===== config.mk =====
export PLATFORM = sky130hd
export DESIGN_NAME = wallace_mul_arbiter_flat
export DESIGN_NICKNAME = d
export VERILOG_FILES = /design/src/rtl/wallace_mul_arbiter_if.sv /design/src/rtl/wallace_mul_arbiter.sv /design/src/flat_wrapper.sv
export SDC_FILE = /design/constraint.sdc
export NUM_CORES = 1
export LEC_CHECK = 0
export ABC_AREA = 1
export ABC_CLOCK_PERIOD_IN_PS = 7200
export CAP_MARGIN = 25
export CORE_UTILIZATION = 39
export CTS_BUF_LIST = sky130_fd_sc_hd__clkbuf_8
export DETAILED_ROUTE_END_ITERATION = 16
export GPL_TIMING_DRIVEN = 1
export PLACE_DENSITY = 0.71
export RECOVER_POWER = 50
export SYNTH_ARGS = -nofsm -noshare
export SYNTH_HDL_FRONTEND = slang
export SYNTH_SLANG_ARGS = --single-unit
export TNS_END_PERCENT = 50

===== constraint.sdc =====
create_clock -name clk -period 7.2 [get_ports clk]
set_input_delay 1.8 -clock clk [delete_from_list [all_inputs] [get_ports clk]]
set_output_delay 1.8 -clock clk [all_outputs]
set_load 0.05 [all_outputs]

===== src/rtl/wallace_mul_arbiter_if.sv =====
// Requester and response channel bundle for the shared multiplier arbiter.
// Latency: none, wires only.
// Backpressure: req_ready per requester, and rsp_ready from the single consumer.
interface wallace_mul_arbiter_if #(
  parameter int NREQ = 4,
  parameter int ID_W = 2
);
  logic [NREQ-1:0]   req_valid;
  logic [NREQ-1:0]   req_ready;
  logic [4*NREQ-1:0] req_a;
  logic [4*NREQ-1:0] req_b;
  logic              rsp_valid;
  logic              rsp_ready;
  logic [ID_W-1:0]   rsp_id;
  logic [7:0]        rsp_prod;

  // Client side: drives operands and consumes tagged products.
  modport master (
    output req_valid, req_a, req_b, rsp_ready,
    input  req_ready, rsp_valid, rsp_id, rsp_prod
  );

  // Arbiter side.
  modport slave (
    input  req_valid, req_a, req_b, rsp_ready,
    output req_ready, rsp_valid, rsp_id, rsp_prod
  );
endinterface


===== src/rtl/wallace_mul_arbiter.sv =====
// Round-robin share of one external 4x4 multiplier among NREQ requesters.
// Latency: 2 cycles from request handshake to rsp_valid; one transaction every 3 cycles at best.
// Backpressure: a stalled response holds the FSM in RESP, so req_ready stays low until rsp_ready.
module wallace_mul_arbiter #(
  parameter int NREQ = 4,
  parameter int ID_W = 2
) (
  input  logic                 clk,
  input  logic                 rst_n,
  wallace_mul_arbiter_if.slave bus,
  output logic [3:0]           mul_a,
  output logic [3:0]           mul_b,
  input  logic [7:0]           mul_prod,
  output logic                 busy,
  output logic [15:0]          op_count
);

  typedef enum logic [1:0] {
    IDLE = 2'd0,
    MUL  = 2'd1,
    RESP = 2'd2
  } state_t;

  state_t          state_q, state_d;
  logic [ID_W-1:0] ptr_q;
  logic [ID_W-1:0] tag_q;
  logic [ID_W-1:0] gnt_idx;
  logic [ID_W-1:0] cand;
  logic [ID_W-1:0] ptr_nxt;
  logic            gnt_vld;
  logic            accept;
  logic [3:0]      op_a_q, op_b_q;
  logic [3:0]      a_arr [NREQ];
  logic [3:0]      b_arr [NREQ];
  logic            rsp_valid_q;
  logic [7:0]      rsp_prod_q;
  logic [ID_W-1:0] rsp_id_q;
  logic [15:0]     op_count_q;

  // Split the flat operand buses into per-requester lanes.
  always_comb begin
    for (int i = 0; i < NREQ; i++) begin
      a_arr[i] = bus.req_a[4*i +: 4];
      b_arr[i] = bus.req_b[4*i +: 4];
    end
  end

  // Round-robin search: first valid requester at or above ptr, wrapping at NREQ.
  always_comb begin
    gnt_vld = 1'b0;
    gnt_idx = '0;
    cand    = ptr_q;
    for (int k = 0; k < NREQ; k++) begin
      if (!gnt_vld && bus.req_valid[cand]) begin
        gnt_vld = 1'b1;
        gnt_idx = cand;
      end
      cand = (cand == ID_W'(NREQ - 1)) ? '0 : cand + ID_W'(1);
    end
  end

  assign accept  = (state_q == IDLE) && gnt_vld;
  assign ptr_nxt = (gnt_idx == ID_W'(NREQ - 1)) ? '0 : gnt_idx + ID_W'(1);

  // One-hot ready to the granted requester; forced low while reset is held.
  always_comb begin
    bus.req_ready = '0;
    if (accept && rst_n) begin
      bus.req_ready[gnt_idx] = 1'b1;
    end
  end

  // State register.
  always_ff @(posedge clk or negedge rst_n) begin
    if (!rst_n) begin
      state_q <= IDLE;
    end else begin
      state_q <= state_d;
    end
  end

  // Next-state: accept -> one multiply cycle -> hold response until consumed.
  always_comb begin
    state_d = state_q;
    case (state_q)
      IDLE:    if (accept) state_d = MUL;
      MUL:     state_d = RESP;
      RESP:    if (bus.rsp_ready) state_d = IDLE;
      default: state_d = IDLE;
    endcase
  end

  // Operand/tag capture on grant, product capture after MUL, response retire.
  always_ff @(posedge clk or negedge rst_n) begin
    if (!rst_n) begin
      ptr_q       <= '0;
      tag_q       <= '0;
      op_a_q      <= '0;
      op_b_q      <= '0;
      rsp_valid_q <= 1'b0;
      rsp_prod_q  <= '0;
      rsp_id_q    <= '0;
      op_count_q  <= '0;
    end else begin
      if (accept) begin
        op_a_q <= a_arr[gnt_idx];
        op_b_q <= b_arr[gnt_idx];
        tag_q  <= gnt_idx;
        ptr_q  <= ptr_nxt;
      end
      if (state_q == MUL) begin
        rsp_prod_q  <= mul_prod;
        rsp_id_q    <= tag_q;
        rsp_valid_q <= 1'b1;
      end
      if (state_q == RESP && bus.rsp_ready) begin
        rsp_valid_q <= 1'b0;
        op_count_q  <= op_count_q + 16'd1;
      end
    end
  end

  // Operand registers only change on a grant, so the multiplier inputs hold outside MUL.
  assign mul_a        = op_a_q;
  assign mul_b        = op_b_q;
  assign busy         = (state_q != IDLE);
  assign op_count     = op_count_q;
  assign bus.rsp_valid = rsp_valid_q;
  assign bus.rsp_prod  = rsp_prod_q;
  assign bus.rsp_id    = rsp_id_q;

endmodule


===== src/flat_wrapper.sv =====
// flat-port wrapper written by rule: the top's interface ports become plain ports
module wallace_mul_arbiter_flat 
#(
  parameter int NREQ = 4,
  parameter int ID_W = 2
)
  (clk, rst_n, mul_a, mul_b, mul_prod, busy, op_count, bus_req_valid, bus_req_a, bus_req_b, bus_rsp_ready, bus_req_ready, bus_rsp_valid, bus_rsp_id, bus_rsp_prod);
  wallace_mul_arbiter_if #(.NREQ(NREQ), .ID_W(ID_W)) bus_i ();
  input  logic clk;
  input  logic rst_n;
  output logic [3:0] mul_a;
  output logic [3:0] mul_b;
  input  logic [7:0] mul_prod;
  output logic busy;
  output logic [15:0] op_count;
  input wire logic [$bits(bus_i.req_valid)-1:0] bus_req_valid;
  input wire logic [$bits(bus_i.req_a)-1:0] bus_req_a;
  input wire logic [$bits(bus_i.req_b)-1:0] bus_req_b;
  input wire logic [$bits(bus_i.rsp_ready)-1:0] bus_rsp_ready;
  output wire logic [$bits(bus_i.req_ready)-1:0] bus_req_ready;
  output wire logic [$bits(bus_i.rsp_valid)-1:0] bus_rsp_valid;
  output wire logic [$bits(bus_i.rsp_id)-1:0] bus_rsp_id;
  output wire logic [$bits(bus_i.rsp_prod)-1:0] bus_rsp_prod;
  assign bus_i.req_valid = bus_req_valid;
  assign bus_i.req_a = bus_req_a;
  assign bus_i.req_b = bus_req_b;
  assign bus_i.rsp_ready = bus_rsp_ready;
  assign bus_req_ready = bus_i.req_ready;
  assign bus_rsp_valid = bus_i.rsp_valid;
  assign bus_rsp_id = bus_i.rsp_id;
  assign bus_rsp_prod = bus_i.rsp_prod;
  wallace_mul_arbiter #(.NREQ(NREQ), .ID_W(ID_W)) u_core (.clk(clk), .rst_n(rst_n), .bus(bus_i), .mul_a(mul_a), .mul_b(mul_b), .mul_prod(mul_prod), .busy(busy), .op_count(op_count));
endmodule

==> results of run 1 <==
[report_power, final]
part           total [uW]  switching, uW  internal [uW]
Clock                 184           80.6            104
Combinational        1410            965            445
Sequential            378           59.1            319
[how the worst max path moves through the flow]
| stage | from | endpoint | slack, ns |
|---|---|---|---|
| finish | bus_req_valid[2] | bus_req_ready[3] | 0.80 |
| global route | bus_req_valid[2] | bus_req_ready[3] | 0.56 |
| CTS | bus_req_valid[2] | bus_req_ready[1] | 0.80 |
| detailed placement | bus_req_valid[2] | bus_req_ready[1] | 0.80 |
| global placement | bus_req_valid[2] | bus_req_ready[1] | 0.87 |
| floorplan | bus_req_valid[2] | bus_req_ready[1] | 1.59 |
[flip-flops by register name, summed over array words and instances (netlist names)]
| register | count |
|---|---|
| u_core.tag_q | 2 |
| u_core.bus.rsp_prod | 8 |
| u_core.ptr_q | 2 |
| u_core.bus.rsp_valid | 1 |
| u_core.op_count | 16 |
| u_core.state_q | 2 |
| u_core.bus.rsp_id | 2 |
| u_core.mul_b | 4 |
| u_core.mul_a | 4 |
[kinds of logic (layout without fill, tap and decap cells)]
group | count (synthesis) | count (layout) | share of synthesized area (%)
adders and majority gates | 3 | 3 | 1.48
muxes | 9 | 9 | 3.99
AOI/OAI and AO/OA | 8 | 8 | 1.82
DFF | 41 | 41 | 40.4
xor gates and xnor gates | 15 | 15 | 5.18
and+or+nand+nor | 180 | 180 | 38.1
buffers and inverters | 57 | 147 | 8.97
[cells in the mapped netlist]
master	instances	share of area [%]
nand2_4	2	0.89
nand4_4	2	1.7
o22ai_1	1	0.25
a21boi_0	1	0.30
ha_1	3	1.5
mux2_2	9	4.0
o21a_1	1	0.30
buf_2	2	0.39
nor3_4	1	0.64
nor2_8	2	1.6
nand2_8	1	0.79
nor2_2	3	0.74
inv_1	45	6.7
nand3_2	5	2.0
nor2_4	2	0.89
o21ai_0	5	0.99
inv_2	7	1.0
nand4_1	3	0.74
xnor2_1	9	3.1
buf_1	1	0.15
nand3_4	2	1.4
buf_4	1	0.30
nor2_1	11	1.6
nand2_1	86	13
xor2_1	6	2.1
dfrtp_1	41	40
nand3_1	44	8.7
nor3_1	3	0.59
buf_6	1	0.44
nand2_2	13	3.2
[layout by cell type (no fill, tap or decap), drive strengths merged]
master         count
nand4              5
clkinv             2
nor2              18
bufinv             1
xor2               6
clkinvlp           1
nand3             51
o21a               1
o21ai              5
nand2            102
mux2               9
ha                 3
xnor2              9
nor3               4
dlygate4sd3        9
clkbuf             7
clkdlybuf4s50     76
inv               51
a21boi             1
o22ai              1
dfrtp             41
[metrics by stage]
| step | power, uW | hold WS [ns] | cells | utilization [%] |
|---|---|---|---|---|
| after global placement | 1780 | 0.463 | 472 | 54.9 |
| after CTS | 1990 | 0.500 | 480 | 56.7 |
| final | 1970 | 0.492 | 480 | 56.4 |
| after global routing | 2130 | 0.518 | 480 | 56.4 |
| after detailed placement | 1790 | 0.476 | 472 | 54.9 |
| after floorplan | 1440 | 0.460 | 313 | - |
[worst max-delay path, stage by stage]
cell,delay [ns]
clkdlybuf4s50_1,0.47
inv_1,0.08
nand2_1,0.07
o21ai_0,0.10
nor2_2,0.21
nor2_8,0.07
nand3_1,0.08
nand2_1,0.23
inv_2,0.31
nand2_1,0.16
nor3_1,0.19
clkdlybuf4s50_1,0.82
[routing by layer]
layer	track usage [%]	vias up	routed length [um]
met5	0	-	0
met4	3.97	0	44
met3	4.18	6	410
met2	32.0	73	3080
met1	25.3	1053	2880
li1	-	1160	-
[final cells by class]
| type | instances | area (um^2) |
|---|---|---|
| Sequential cell | 41 | 1030 |
| Clock buffer | 5 | 68.8 |
| Tap cell | 77 | 96.3 |
| Timing Repair Buffer | 87 | 858 |
| Multi-Input combinational cell | 215 | 1270 |
| Clock inverter | 3 | 46.3 |
| Inverter | 52 | 195 |
| Fill cell | 567 | 2750 |
==> results.txt, run 1 <==
The flow ran to the end, but the final reports show violations. The checks that failed: capacitance limit, slew limit. The total nets after synthesis is 363, and the final hold violation count is 0.

Initial antenna violation count: 0. Dividing the detail-routed via count by the number of cells gives 4.78. Across all setup checks in the final design, the least slack found is 0.799 ns. Buffers placed on the I/O ports in this run total 86.

The total of warnings raised by yosys is 0. The number of clock buffers added by TritonCTS is 5. The number of cells on the worst reg-to-reg path was 15. The part of the cycle the worst path needs is 88.9%. The run gives 19.1% as the total routing usage reported by global routing. The power density relative to cell area was 554 nW/um^2. In this run the mean area of a mapped cell was 8.11 um^2. The post-route netlist has 13.6% of its cells at a drive strength greater than 1. The top fanout value on the critical path is 15, and the number of vias after detailed routing is 2292.

The type of element capturing the critical path was an output port. The final weighted congestion of routability-driven global placement is 0.890, and the count of final max-slew check failures is 42. The endpoint identified for the worst register-to-register timing path is u_core.mul_a[3].

At the pin with the least slew margin, the transition time is 2.18 ns. The path category of the worst min-delay check is register to register. The worst hold path terminates at u_core.op_count[15]. For this configuration, the core starts out at a cell density of 40.2%. The leakage power is 0.00175 uW. The die outline height came out at 82.7 um. In this run the remaining antenna-violating nets after routing total 0. The number of synthesized register bits is 41, and the detailed-route wire length per cell is 13.4 um.

For the worst setup path, the data arrival time is 4.60 ns. For the area of the core, the log shows 6310 um^2. The cell count of the worst hold path was 1.

The cell area after synthesis is 2540 um^2, and the setup fix buffers added after clock tree synthesis is 0. The final net count was 452; the number of DRC violations after detailed-routing iteration 0 was 101. The area growth from synthesis to final layout works out to 40.4%. The area of the die was 6830 um^2.

TritonCTS built the clock tree. The run gives 1 as the reported max-cap violation count. The tree is rooted in a clkbuf_8. Gates resized during post-CTS repair numbered 0. For flop-to-flop paths, the worst setup slack is 4.33 ns. For this run, the register share of the synthesized area comes to 40.4%. Sum of negative setup slack: 0 ns. The floorplan step set the die width to 82.7 um.

Once layout is done, the placed cells without fillers occupy 3560 um^2. The boundary pin count came out at 87. Placed cell area: 3460 um^2. The run gives 0 as the number of setup violations in the final report.

The initialized floorplan defines 29 standard-cell rows. The maximum resistive drop on vdd is 0.307 mV, and the count of hold-fix buffers inserted at cts is 0. STA classifies the critical path startpoint as an input pin. Timing analysis after detailed placement gives a worst setup slack of 0.800 ns. The tools report the maximum number of buffers from clock root to sink as 2.

Yosys mapped the design onto 30 distinct sky130hd cell types. The tools report the instance count of the mapped netlist as 313. The time the final worst path needs with I/O delays and setup works out to 6.40 ns. The HPWL after detailed placement is 4860 um. The logs give 4 for the detailed-router iteration count before antenna repair and 0 for the number of antenna diodes.

Summed over all layers, the global routing overflow is 0. After detailed routing, the total wire length is 6410 um. Entering global routing, the biggest net connects 42 pins. Clock-pin slew was measured on the worst setup and hold paths at 0.08 ns. Based on the critical path, the design can be clocked at up to 156 MHz.

The first-pass GRT wire length was 9720 um. The run gives 2 as the H-tree depth. The data required time of the worst path is 5.40 ns, and the number of remaining DRC errors is 0. The tools report the number of clock sinks seen by CTS as 41.

The tools report the source of the worst hold timing path as u_core.op_count[15]. The clock reaches the later pin of the worst-skew pair after 0.29 ns. Kind of critical path: input pin to output port.

The run gives 2069 as the via count of the first global-routing pass. The startpoint identified for the worst register-to-register timing path is u_core.ptr_q[0]. Setup repair after global routing left no endpoint under its margin.

For the clock skew, the log shows 0.00503 ns. The run gives -45.4% as the max-slew headroom at the worst pin.
Note: power is estimated with default switching activity, not from simulation.
==> run 2, diff against run 1 <==
--- a/config.mk
+++ b/config.mk
@@ -5,7 +5,6 @@
 export SDC_FILE = /design/constraint.sdc
 export NUM_CORES = 1
 export LEC_CHECK = 0
-export ABC_AREA = 1
 export ABC_CLOCK_PERIOD_IN_PS = 7200
 export CAP_MARGIN = 25
 export CORE_UTILIZATION = 39
==> run 2 against run 1 <==
The run still ends with capacitance limit, slew limit left. Critical path depth shrank 4. Register-to-register slack lost 0.66 ns. Fmax grew 0.10%. Global-route usage shrank 0.12 points. Flip-flop and latch count is the same. First-iteration DRC count grew 19%. Die area grew 2.7%. Count of clock-buffer cells in the layout is the same. Sequential share of layout area shrank 0.48 points. Area after synthesis grew 2.8%. Combinational power shrank 13%. Cell area grew 1.7%. Largest cell class unchanged. Highest routed layer unchanged.
==> results.txt, run 2 <==
Antenna violation net count after detailed routing: 0. The tools report the type of element capturing the critical path as an output port. In the post-synthesis netlist, the biggest area contributors are dfrtp_1 39%, o211a_1 6.5%, mux2_2 6.5%.

The die is 83.8 um wide. Row generation in the floorplan step produced 29 rows. The area growth from synthesis to layout is 38.9%. Clock network latency to the later pin of the worst-skew pair: 0.29 ns. Counting along the longest clock path gives a buffer depth of 2. The tools report the reported max-cap violation count as 1. 0 antenna diodes ended up in the layout.

Cells with a size suffix above 1 make up 11.2% of the layout. The critical path in this run is classified as input pin to output port. Flip-flop count of the largest register after layout: 16.

Fill cells in the final layout number 578. Post-CTS timing repair inserted 0 buffers for setup. In this run, synthesis inferred 0 flip-flops with an integrated enable.

The tree is rooted in a clkbuf_8. The H-tree depth came out at 2. STA classifies the critical path startpoint as an input pin.

The wire length on met2 was 3150 um; the power density relative to cell area was 496 nW/um^2. Via count of the first global-routing pass: 2231. The routed layout has 2443 vias. The number of instances resized during post-cts repair came out at 0. Data on the critical path arrives at its endpoint at 4.59 ns.

The time the final worst path needs with I/O delays and setup is 6.39 ns, and the initial antenna violation count is 0. The cell area after synthesis is 2610 um^2, and the maximum number of pins on one net before global-route repair is 44. The final weighted congestion of routability-driven global placement is 0.876, and the number of synthesized register bits is 41. For this run, the number of Yosys warnings is 0. The number of buffer cells added on primary ports is 86, and the final hold violation count is 0. Along the worst path, the maximum fanout reaches 11. For the total nets after synthesis, the log shows 330.

At the pin with the least slew margin, the transition time is 2.26 ns. The sequential-to-total area share from yosys stat came out at 39.3%. In this run the standard cell core region covers 6390 um^2.

Clock tree synthesis inserted a total of 5 buffers. The floorplan step defined a die boundary enclosing 7020 um^2. The clock-pin slew on the worst setup and hold paths works out to 0.07 ns. The count of final max-slew check failures is 44, and the detailed-route wire length per cell is 14.9 um. The checks that failed: capacitance limit, slew limit. The proportion of register bits with asynchronous set or reset after synthesis was 100%. In the routed design, unresolved DRC markers number 0.

The total routed wire length on the met1 layer is 2910 um, and the number of clock sinks seen by CTS is 41. dfrtp_1 is the most common cell in the netlist. The sum of negative setup slack was 0 ns.

The initial utilization of the core area, before any placement, comes to 40.9%. The first detailed-routing pass ran for 4 iterations. The leakage power was 0.00162 uW.

The flow ran to the end, but the final reports show violations. 87 I/O pins were placed. The final layout contains 408 nets.

Among all flip-flop cells after synthesis, the most frequent one is dfrtp_1. Leftover overflow at the end of global routing: 0. After detailed routing, no signal wire sits above met4. The count of distinct cell types in the synthesized netlist came out at 49.

Synthesis produced a netlist whose cell count is 280. The achievable frequency came out at 156 MHz. After detailed routing, the number of vias per cell comes to 5.62. After routing the design area is 3620 um^2. dfrtp_1 takes more of the synthesized area than any other cell. Global routing used 19.0% of the available tracks.

The placed cell area is 3520 um^2. Launching instance or port of the critical path: bus_req_valid[2]. For this block, the routed nets add up to 6470 um of wire. The HPWL after detailed placement was 4760 um; the met3 layer wire length in the routed design was 345 um. TritonCTS built the clock tree.

Headroom to the max-slew limit came out at -50.5%. The launching point of the worst reg2reg path was u_core.ptr_q[0]. The number of setup violations in the final report is 0, and the die outline height is 83.8 um. The run gives 0.354 mV as the maximum resistive drop on vdd. Setup repair after global routing left no endpoint under its margin. Dividing the synthesized area by the synthesized cell count gives 9.32 um^2.

Commonest non-fill, non-tap cell in the layout: clkdlybuf4s50_1. The top cell type by area accounts for 39.3% of the synthesized area. Across the routed clock network, the largest skew measured is 0.0123 ns. Leaving out fill and tap cells, the most frequent cells in the layout are 72 x clkdlybuf4s50_1, 41 x dfrtp_1, 36 x nand2_1.

In this run the worst hold path is classified as register to register. By count the netlist is led by 41 x dfrtp_1, 36 x nand2_1, 21 x inv_1. In this run the most critical hold path is launched from u_core.bus.rsp_valid. Number of DRC violations after detailed-routing iteration 0: 120.

Buffers inserted to repair hold after CTS numbered 0. At the worst endpoint, the required time is 5.40 ns. The first global-routing pass estimated 10900 um of wire. The part of the cycle the worst path needs is 88.8%.
run 2: changes by cell type after synthesis, sizes merged, moves of 13 or more:
cell / previous run / this run
nand2: 102 / 36
nand3: 51 / 6
inv: 52 / 22
o211a: 0 / 17
o22ai: 1 / 16
clkbuf: 0 / 13
run 2: per-stage QoR:
| step | worst slack, ns | power [uW] | utilization (%) | cells | hold slack (ns) |
|---|---|---|---|---|---|
| final | 0.806 | 1800 | 56.7 | 435 | 0.478 |
| after CTS | 0.818 | 1810 | 56.7 | 434 | 0.484 |
| after global routing | 0.530 | 1930 | 56.7 | 435 | 0.510 |
| after detailed placement | 0.834 | 1620 | 55.1 | 427 | 0.466 |
| after floorplan | 0.803 | 1290 | - | 280 | 0.480 |
| after global placement | 0.875 | 1610 | 55.1 | 427 | 0.461 |
run 2: cell families after synthesis:
kind of cell / after synthesis / synth area share (%)
simple gates: 87 / 16.6
compound gates: 75 / 22.5
buf+inv: 42 / 7.34
flops: 41 / 39.3
mux: 17 / 7.72
xor+xnor: 15 / 5.04
fa+ha+maj: 3 / 1.44
run 2: metal layers:
layer | up-vias | global-route usage, %
met4 | 0 | 4.31
li1 | 1173 | -
met3 | 7 | 2.97
met1 | 1176 | 26.8
met2 | 87 | 30.7
met5 | - | 0
run 2: worst paths after layout:
kind                                         to  cells after the start  slack [ns]
max                            bus_req_ready[2]                      8        0.81
min                        u_core.bus.rsp_valid                      1        0.48
max reg2reg                     u_core.mul_b[0]                      8        3.67
min reg2reg                u_core.bus.rsp_valid                      1        0.48
max in group asynchronous     u_core.state_q[1]                      2        3.63
min in group asynchronous    u_core.op_count[2]                      2        2.27
run 2: worst max-delay path, stage by stage:
cell and delay [ns]:
clkdlybuf4s50_1 0.57, mux4_2 0.59, or4_1 0.63, o211ai_2 0.23
nand2_1 0.20, ha_1 0.21, and3_1 0.15, buf_4 0.19
run 2: power breakdown:
part	internal [uW]	switching, uW	leakage, uW	total, uW
Clock	101	75.9	0.0000540	177
Sequential	319	74.7	0.000513	394
Combinational	476	750	0.00106	1230
run 2: layout make-up:
type                    count  area (um^2)  share of cell area (%)
clock buffers               5         68.8                    1.90
repair buffers             91          917                    25.3
clock inverters             2         35.0                   0.967
multi-input cells         197         1400                    38.6
inverters                  22         82.6                    2.28
well taps                  77         96.3                    2.66
flip-flops and latches     41         1030                    28.3
